`config.mk`:
```
export PLATFORM = sky130hd
export DESIGN_NAME = pulse_measure
export DESIGN_NICKNAME = d
export VERILOG_FILES = /design/src/rtl/pulse_pkg.sv /design/src/rtl/sync2.sv /design/src/rtl/pulse_measure.sv
export SDC_FILE = /design/constraint.sdc
export NUM_CORES = 1
export LEC_CHECK = 0
export ABC_AREA = 1
export BUFFER_PORTS_ARGS = -buffer_cell sky130_fd_sc_hd__buf_2
export CORE_MARGIN = 2
export CORE_UTILIZATION = 50
export DETAILED_ROUTE_END_ITERATION = 10
export PLACE_DENSITY_LB_ADDON = 0.2
export SLEW_MARGIN = 0
export SYNTH_ARGS = -nofsm -noshare
export SYNTH_HDL_FRONTEND = slang
export SYNTH_SLANG_ARGS = --single-unit
```
`constraint.sdc`:
```
create_clock -name clk -period 4.33 [get_ports clk]
set_input_delay 1.0825 -clock clk [delete_from_list [all_inputs] [get_ports clk]]
set_output_delay 1.0825 -clock clk [all_outputs]
set_load 0.01 [all_outputs]
```
`src/rtl/pulse_pkg.sv`:
```
// Shared pulse measurement types: FSM state encoding and default counter width.
// Also imported by the pulse-generator bench.
package pulse_pkg;

  localparam int unsigned DefaultWidth = 8;

  typedef enum logic [1:0] {
    StIdle    = 2'd0,
    StArmed   = 2'd1,
    StMeasure = 2'd2
  } state_e;

endpackage

```
`src/rtl/sync2.sv`:
```
// Two-flop synchronizer for a single-bit level, resetting to 0.
module sync2 (
  input  logic clk,
  input  logic rst_n,
  input  logic d,
  output logic q
);

  logic r_meta;
  logic r_q;

  always_ff @(posedge clk or negedge rst_n) begin
    if (!rst_n) begin
      r_meta <= 1'b0;
      r_q    <= 1'b0;
    end else begin
      r_meta <= d;
      r_q    <= r_meta;
    end
  end

  assign q = r_q;

endmodule

```
`src/rtl/pulse_measure.sv`:
```
// Measures the high width of pulse in clk cycles, reporting cnt/ovf with a valid strobe.
// Define PULSE_MEASURE_SYNC_EN to pass pulse through a two-flop synchronizer first.
module pulse_measure
  import pulse_pkg::*;
#(
  parameter int unsigned WIDTH = DefaultWidth
) (
  input  logic             clk,
  input  logic             rst_n,
  input  logic             pulse,
  input  logic             en,
  output logic [WIDTH-1:0] cnt,
  output logic             valid,
  output logic             ovf
);

  localparam logic [WIDTH-1:0] CountMax = '1;

  logic w_pulse;

`ifdef PULSE_MEASURE_SYNC_EN
  sync2 u_sync2 (
    .clk  (clk),
    .rst_n(rst_n),
    .d    (pulse),
    .q    (w_pulse)
  );
`else
  assign w_pulse = pulse;
`endif

  state_e           r_state;
  state_e           w_state_next;
  logic [WIDTH-1:0] r_count;
  logic [WIDTH-1:0] w_count_next;
  logic [WIDTH-1:0] r_cnt;
  logic [WIDTH-1:0] w_cnt_next;
  logic             r_valid;
  logic             w_valid_next;
  logic             r_ovf;
  logic             w_ovf_next;

  always_ff @(posedge clk or negedge rst_n) begin
    if (!rst_n) begin
      r_state <= StIdle;
      r_count <= '0;
      r_cnt   <= '0;
      r_valid <= 1'b0;
      r_ovf   <= 1'b0;
    end else begin
      r_state <= w_state_next;
      r_count <= w_count_next;
      r_cnt   <= w_cnt_next;
      r_valid <= w_valid_next;
      r_ovf   <= w_ovf_next;
    end
  end

  always_comb begin
    w_state_next = r_state;
    w_count_next = r_count;
    w_cnt_next   = r_cnt;
    w_valid_next = 1'b0;
    w_ovf_next   = r_ovf;
    // Disable wins over everything, including a completing measurement.
    if (!en) begin
      w_state_next = StIdle;
      w_count_next = '0;
    end else begin
      unique case (r_state)
        StIdle: begin
          // Only arm on a low sample so a pulse already in flight is skipped.
          if (!w_pulse) w_state_next = StArmed;
        end
        StArmed: begin
          if (w_pulse) begin
            w_state_next = StMeasure;
            w_count_next = WIDTH'(1);
          end
        end
        StMeasure: begin
          if (w_pulse) begin
            if (r_count != CountMax) w_count_next = r_count + WIDTH'(1);
          end else begin
            w_state_next = StArmed;
            w_cnt_next   = r_count;
            w_valid_next = 1'b1;
            w_ovf_next   = (r_count == CountMax);
          end
        end
        default: w_state_next = StIdle;
      endcase
    end
  end

  assign cnt   = r_cnt;
  assign valid = r_valid;
  assign ovf   = r_ovf;

endmodule

```
Word level (Yosys, flattened, before mapping)
Cells that the tools add are included.
W data, S select, Z words.

cells by class
  add/subtract/negate cells = 1
  equality and inequality tests = 9
  mux-type cells = 12
  bitwise gates (word level) = 1
  reduce and logical (&&, ||, !) cells = 5

operators with widths
  operator               count
  $mux W8                4
  $pmux W8 S2            1
  $ne A3 B3 Y1 const B   4
  $add A8 B1 Y8 const B  1
  $eq A8 B8 Y1 const B   1
  $ne A8 B8 Y1 const B   1
  $mux W2                3
  $pmux W2 S2            1
  $reduce_and A4 Y1      1
  $mux W1                3
  $ne A3 B1 Y1 const B   1
  $reduce_and A3 Y1      1
  $eq A2 B1 Y1 const B   1
  $eq A2 B2 Y1 const B   1
  $logic_not A2 Y1       1
  $reduce_and A2 Y1      1
  $reduce_or A2 Y1       1
  $not A1 Y1             1

storage, ports and cells
  bits in registers = 20
  bits of input ports = 4
  output and inout bits = 10

Logic depth before layout (Yosys ltp)
Gate-level depths: netlist (run 1).

  depth in word-level cells = 5
  gate-level depth with buffers = 10

Least setup slack after synthesis (run 1)
No wires, ideal clock.

  path kind = input-to-reg
  from = input en
  to = register r_cnt[0] (netlist: cnt[0])
  setup time = 0.118 ns
  arrival = 1.670 ns
  required time = 4.212 ns
  path slack = 2.542 ns
  stages on the path = 8
  cells stage by stage = inv_2 > nor2_4 > inv_2 > nor2_4 > inv_2 > buf_6 > nand2_2 > o21ai_2

between the ends
  word-level cells in the longest chain between the ends = 1

RTL lines
  item                         RTL line             source
  start, declared              pulse_measure.sv:11  input logic en,
  $reduce_and A3 Y1 (no line)  n/a
  end signal, assigned         pulse_measure.sv:53  r_cnt <= w_cnt_next;
  end, declared                pulse_measure.sv:36  logic [WIDTH-1:0] r_cnt;

Every way passes these cells.
A chain may end at the register's enable or synchronous reset.

Final worst setup path (run 1)
  from = register r_cnt[0] (netlist: cnt[0])
  to = output cnt[0]

RTL lines
  item           RTL line             source
  end, declared  pulse_measure.sv:12  output logic [WIDTH-1:0] cnt,

No word-level cell between the ends.

==> metrics.yaml, run 1 <==
setup_path:
  required_ns: 3.25
  ff2ff_setup_slack_ns: 2.85
  slowest_delay_ns: 0.41
  crit-reg2reg-launch: "r_count[1]"
  r2r_cells: 9
  end_kind: "primary output"
  cp_slowest_cell: "dfrtp_1"
  critical_path_peak_fanout: 2
  path_buf_inv: 1
  r2r-end: "r_count[2]"
  path_cells: "buf_2"
  path_class: "flip-flop to primary output"
  cp.arrival_ns: 0.85
  critPathTopFamily: "flip-flops"
  crit_path_start_kind: "flip-flop"
flow_run:
  maxCapViolations: 0
hold_path:
  min_to: "r_state[0]"
  hold_depth: 1
  hold_path_class: "flip-flop to flip-flop"
  hold_start: "r_state[1]"
placed_design:
  post-dp-hpwl_um: 1390
  placement.cell_area_um2: 1140
  dp.cells: 159
  routabilityCongestion: 0.829
  dpl_worst_slack_ns: 2.26
  portBuffers: 13
floorplanning:
  coreArea_um2: 1980
  fp.dieH_um: 50.3
  pin_count: 14
  rows: 16
  start_util_pct: 54.0
  dieWidth_um: 50.3
  dieArea_um2: 2530
layout:
  drive_gt1_share_pct: 36.0
  layout_common_cells: "nand2_1, dfrtp_1, buf_2"
  final_nets: 142
  nFillCells: 198
  ff_latch_area_um2: 500
  mostFrequentLayoutCell: "nand2_1"
  postLayoutCellArea_um2: 1170
  finalNonFillerCells: 163
  multiInputGateArea_um2: 490
  n_antenna_cell: 0
  area_growth_pct: 9.70
grt:
  grt_util_all_layers_pct: 17.9
  antenna_found_initial: 0
  grt_max_degree: 21
  grt-ovfl-total: 0
  grt_pass1_wl_um: 3390
  grt_pass1_vias: 798
power_and_ir_drop:
  p_per_area_nw_per_um2: 298
  p_sw_mw: 0.0893
  leakagePower_nw: 0.581
  p_int_mw: 0.261
  vdd_drop_max_v: 0.000191
  pwr-share-comb_pct: 12.2
  p_seq_share_pct: 57.2
  netSwitchingFraction_pct: 25.5
  pwr-share-clk_pct: 30.6
clock_tree:
  clock-sinks: 20
  clockBufferDepth: 2
  cts-root-buf: "clkbuf_4"
  clkLatencyLatePin_ns: 0.30
  cts_setup_buffers: 0
  cts-hold-fix-buffers: 0
  post_cts_resized: 0
  cts_tree: "built"
  htreeDepth: 1
  numCtsBuffers: 3
  clk_pin_slew_ns: 0.11
timing:
  hold_viol_final: 0
  fmax_mhz: 517
  rsz0062_at_grt: "no"
  skew_ns: 0.00631
  fin_ws_ns: 2.39
  tns_ns: 0
  max_slew.worst_pin.slew_ns: 0.435
  slew_headroom_pct: 71.0
  setup_viol: 0
  finalCriticalPeriod_ns: 1.94
  final_max_slew_viol_count: 0
  period_share_pct: 44.7
synthesis:
  synth_cells: 121
  syn-num-nets: 126
  ys_warn_count: 0
  syn-cell-area_um2: 1070
  ys_types: 19
  synth-seq-cells: 20
  yosysSeqAreaShare_pct: 46.7
  syn_area_per_cell_um2: 8.85
detailed_routing:
  drt-initial-drc-count: 24
  ant_nets: 0
  drc: 0
  wire_per_inst_um: 11.6
  firstDrtPassIters: 4
  via_count: 840
  drt_wl_total_um: 1900
  via_per_inst: 5.15
run_status:
  outcome: "completed"
[synthesized netlist by cell type (all sizes together)]
| library cell | count | share of area, % |
|---|---|---|
| nand2 | 44 | 19 |
| dfrtp | 20 | 47 |
| o21ai | 15 | 11 |
| inv | 13 | 4.6 |
| nor2 | 11 | 6.7 |
| nand4 | 6 | 3.5 |
| nand3 | 5 | 2.3 |
| buf | 2 | 2.9 |
| or2 | 2 | 1.2 |
| a21oi | 1 | 0.47 |
| and3 | 1 | 0.58 |
| ha | 1 | 1.2 |
[stage by stage]
| step | hold slack (ns) | power [mW] | utilization, % |
|---|---|---|---|
| CTS | 0.474 | 0.356 | 59.3 |
| global placement | 0.455 | 0.246 | 57.4 |
| finish | 0.473 | 0.350 | 59.3 |
| detailed placement | 0.456 | 0.248 | 57.4 |
| floorplan | 0.442 | 0.235 | - |
| global route | 0.514 | 0.369 | 59.3 |
[final cells by class]
| type | count | area share, % |
|---|---|---|
| inverter | 13 | 4.15 |
| clock buffer | 4 | 3.09 |
| tap | 27 | 2.88 |
| timing repair buffer | 13 | 5.54 |
| multi-input combinational | 86 | 41.7 |
| sequential | 20 | 42.6 |
[worst max path at each step]
stage | cells past startpoint | slack [ns] | to | from
2_1_floorplan | 8 | 2.54 | cnt[0] | en
3_3_place_gp | 8 | 2.32 | cnt[3] | en
3_5_place_dp | 8 | 2.26 | cnt[3] | en
4_1_cts | 1 | 2.38 | cnt[0] | cnt[0]
5_1_grt | 1 | 2.36 | cnt[0] | cnt[0]
6_report | 1 | 2.39 | cnt[0] | cnt[0]
[per-layer routing]
| layer | up-vias | track usage (%) | routed length (µm) |
|---|---|---|---|
| li1 | 422 | - | - |
| met1 | 395 | 21.9 | 914 |
| met2 | 18 | 30.9 | 858 |
| met3 | 5 | 2.68 | 78 |
| met4 | 0 | 8.33 | 44 |
| met5 | - | 0 | 0 |
[kinds of logic (layout without fill, tap and decap cells)]
group	count (synthesis)	count (layout)	share of synthesized area (%)
flip-flops	20	20	46.7
AND/OR/NAND/NOR	69	69	32.9
AO/OA/AOI/OAI	16	16	11.7
buffers and inverters	15	30	7.48
adder cells (fa/ha/maj)	1	1	1.17
[registers in the layout, indices dropped and copies added, names as in the netlist]
name / count
ovf: 1
r_count: 8
valid: 1
cnt: 8
r_state: 2
[power groups by stage]
| stage | registers [mW] | clock network (mW) | logic, mW |
|---|---|---|---|
| floorplan | 0.207 | 0 | 0.0280 |
| global route | 0.202 | 0.120 | 0.0478 |
| global placement | 0.204 | 0 | 0.0424 |
| detailed placement | 0.204 | 0 | 0.0436 |
| CTS | 0.201 | 0.112 | 0.0438 |
| finish | 0.200 | 0.107 | 0.0428 |
Note: power is estimated with default switching activity, not from simulation.
==> run 2: changes to the inputs <==
- clock period: 4.33 -> 1.9 ns (I/O delays scaled with it)
==> metrics.yaml, run 2 (synthesis results as in run 1) <==
detailed_routing:
  wire_per_inst_um: 11.4  # was 11.6 µm
  via_per_inst: 4.98  # was 5.15
  ant_nets: 0  # unchanged
  drt_wl_total_um: 1860  # was 1900 µm
  drc: 0  # unchanged
  via_count: 812  # was 840
  firstDrtPassIters: 4  # unchanged
  drt-initial-drc-count: 16  # was 24
power_and_ir_drop:
  p_sw_mw: 0.211  # was 0.0893 mW
  p_int_mw: 0.691  # was 0.261 mW
  netSwitchingFraction_pct: 23.4  # was 25.5%
  p_seq_share_pct: 50.6  # was 57.2%
  pwr-share-comb_pct: 10.7  # was 12.2%
  vdd_drop_max_v: 0.000449  # was 0.000191 V
  leakagePower_nw: 0.588  # was 0.581 nW
  pwr-share-clk_pct: 38.7  # was 30.6%
  p_per_area_nw_per_um2: 757  # was 298 nW/µm²
clock_tree:
  clockBufferDepth: 2  # unchanged
  numCtsBuffers: 3  # unchanged
  cts-hold-fix-buffers: 0  # unchanged
  cts_setup_buffers: 0  # unchanged
  cts_tree: "built"  # unchanged
  cts-root-buf: "clkbuf_4"  # unchanged
  clock-sinks: 20  # unchanged
  post_cts_resized: 0  # unchanged
  htreeDepth: 1  # unchanged
  clkLatencyLatePin_ns: 0.30  # about the same
  clk_pin_slew_ns: 0.11  # about the same
setup_path:
  cp.arrival_ns: 1.68  # was 0.85 ns
  crit_path_start_kind: "flip-flop"  # unchanged
  ff2ff_setup_slack_ns: 0.46  # was 2.85 ns
  path_class: "flip-flop to flip-flop"  # was flip-flop to primary output
  end_kind: "flip-flop"  # was primary output
  required_ns: 2.14  # was 3.25 ns
  critical_path_peak_fanout: 13  # was 2
timing:
  max_slew.worst_pin.slew_ns: 0.435  # about the same
  skew_ns: 0.00193  # was 0.00631 ns
  hold_viol_final: 0  # unchanged
  slew_headroom_pct: 71.0  # about the same
  fmax_mhz: 694
  setup_viol: 0  # unchanged
  rsz0062_at_grt: "no"  # unchanged
  tns_ns: 0  # unchanged
  fin_ws_ns: 0.458  # was 2.39 ns
  period_share_pct: 75.9
  final_max_slew_viol_count: 0  # unchanged
  finalCriticalPeriod_ns: 1.44
grt:
  grt_pass1_wl_um: 3220  # was 3390 µm
  grt-ovfl-total: 0  # unchanged
  grt_pass1_vias: 737  # was 798
  grt_util_all_layers_pct: 17.0  # was 17.9%
  grt_max_degree: 21  # unchanged
  antenna_found_initial: 0  # unchanged
floorplanning:
  start_util_pct: 54.0  # unchanged
  coreArea_um2: 1980  # unchanged
  pin_count: 14  # unchanged
  fp.dieH_um: 50.3  # unchanged
  dieArea_um2: 2530  # unchanged
  rows: 16  # unchanged
  dieWidth_um: 50.3  # unchanged
layout:
  drive_gt1_share_pct: 36.0  # unchanged
  final_nets: 142  # unchanged
  ff_latch_area_um2: 500  # unchanged
  multiInputGateArea_um2: 490  # unchanged
  area_growth_pct: 11.2  # was 9.70%
  layout_common_cells: "nand2_1, dfrtp_1, buf_2"  # unchanged
  n_antenna_cell: 0  # unchanged
  mostFrequentLayoutCell: "nand2_1"  # unchanged
  nFillCells: 189  # was 198
  utilization_pct: 60.1  # was 59.3%
flow_run:
  maxCapViolations: 0  # unchanged
placed_design:
  portBuffers: 13  # unchanged
  post-dp-hpwl_um: 1370  # was 1390 µm
  routabilityCongestion: 0.802  # was 0.829
  dpl_worst_slack_ns: 0.426  # was 2.26 ns
run_status:
  outcome: "completed"  # unchanged
hold_path:
  hold_path_class: "input port to asynchronous set/reset pin"  # was flip-flop to flip-flop
run 2: cell count changes in the layout (fill, tap and decap cells not counted):
cell       delta
bufinv_16     +1
clkbuf_8      -1
run 2: routing by layer:
layer  share of wire (%)  GRT usage [%]  vias to the layer above
li1                    -              -                      419
met1                  48           22.6                      371
met5                   0              0                        -
met2                  45           26.8                       17
met3                 4.3           2.68                        5
met4                 2.0           8.33                        0
run 2: path summary, 6_finish.rpt:
path / startpoint / endpoint / cells past startpoint
max in group asynchronous: rst_n / cnt[5] / 1
min in group clk: pulse / r_state[1] / 2
worst max-delay path: r_count[1] / r_count[1] / 9
worst min-delay path: rst_n / cnt[2] / 1
worst max register to register: r_count[1] / r_count[1] / 9
worst min register to register: cnt[1] / cnt[1] / 2
run 2: through the flow:
step | cell area (µm²) | total power [mW] | hold slack, ns | instances
final | 1190 | 0.902 | 0.0870 | 163
after global routing | 1190 | 0.943 | 0.116 | 163
after CTS | 1190 | 0.908 | 0.102 | 163
after detailed placement | 1140 | 0.563 | 0.442 | 159
after global placement | 1140 | 0.561 | 0.439 | 159
after floorplan | 1070 | 0.535 | 0.179 | 121
run 2: layout make-up:
type	instances	area share (%)
Tap cell	27	2.84
Clock inverter	1	2.52
Inverter	13	4.10
Timing Repair Buffer	13	5.46
Sequential cell	20	42.0
Multi-Input combinational cell	86	41.2
Clock buffer	3	1.89
run 2: power groups by stage:
stage                     logic [mW]  clock network, mW  registers, mW
final                         0.0967              0.349          0.456
after global routing           0.108              0.376          0.459
after CTS                     0.0989              0.353          0.456
after detailed placement      0.0984                  0          0.465
after global placement        0.0968                  0          0.464
after floorplan               0.0638                  0          0.471
run 2: worst max-delay path: stages (launching register included):
cell	delay, ns
dfrtp_1	0.44
ha_1	0.20
nand2_2	0.09
nor2_4	0.11
nand2_2	0.08
nand2_2	0.08
nand2_4	0.06
nand2_4	0.17
nand2_1	0.09
o21ai_2	0.06
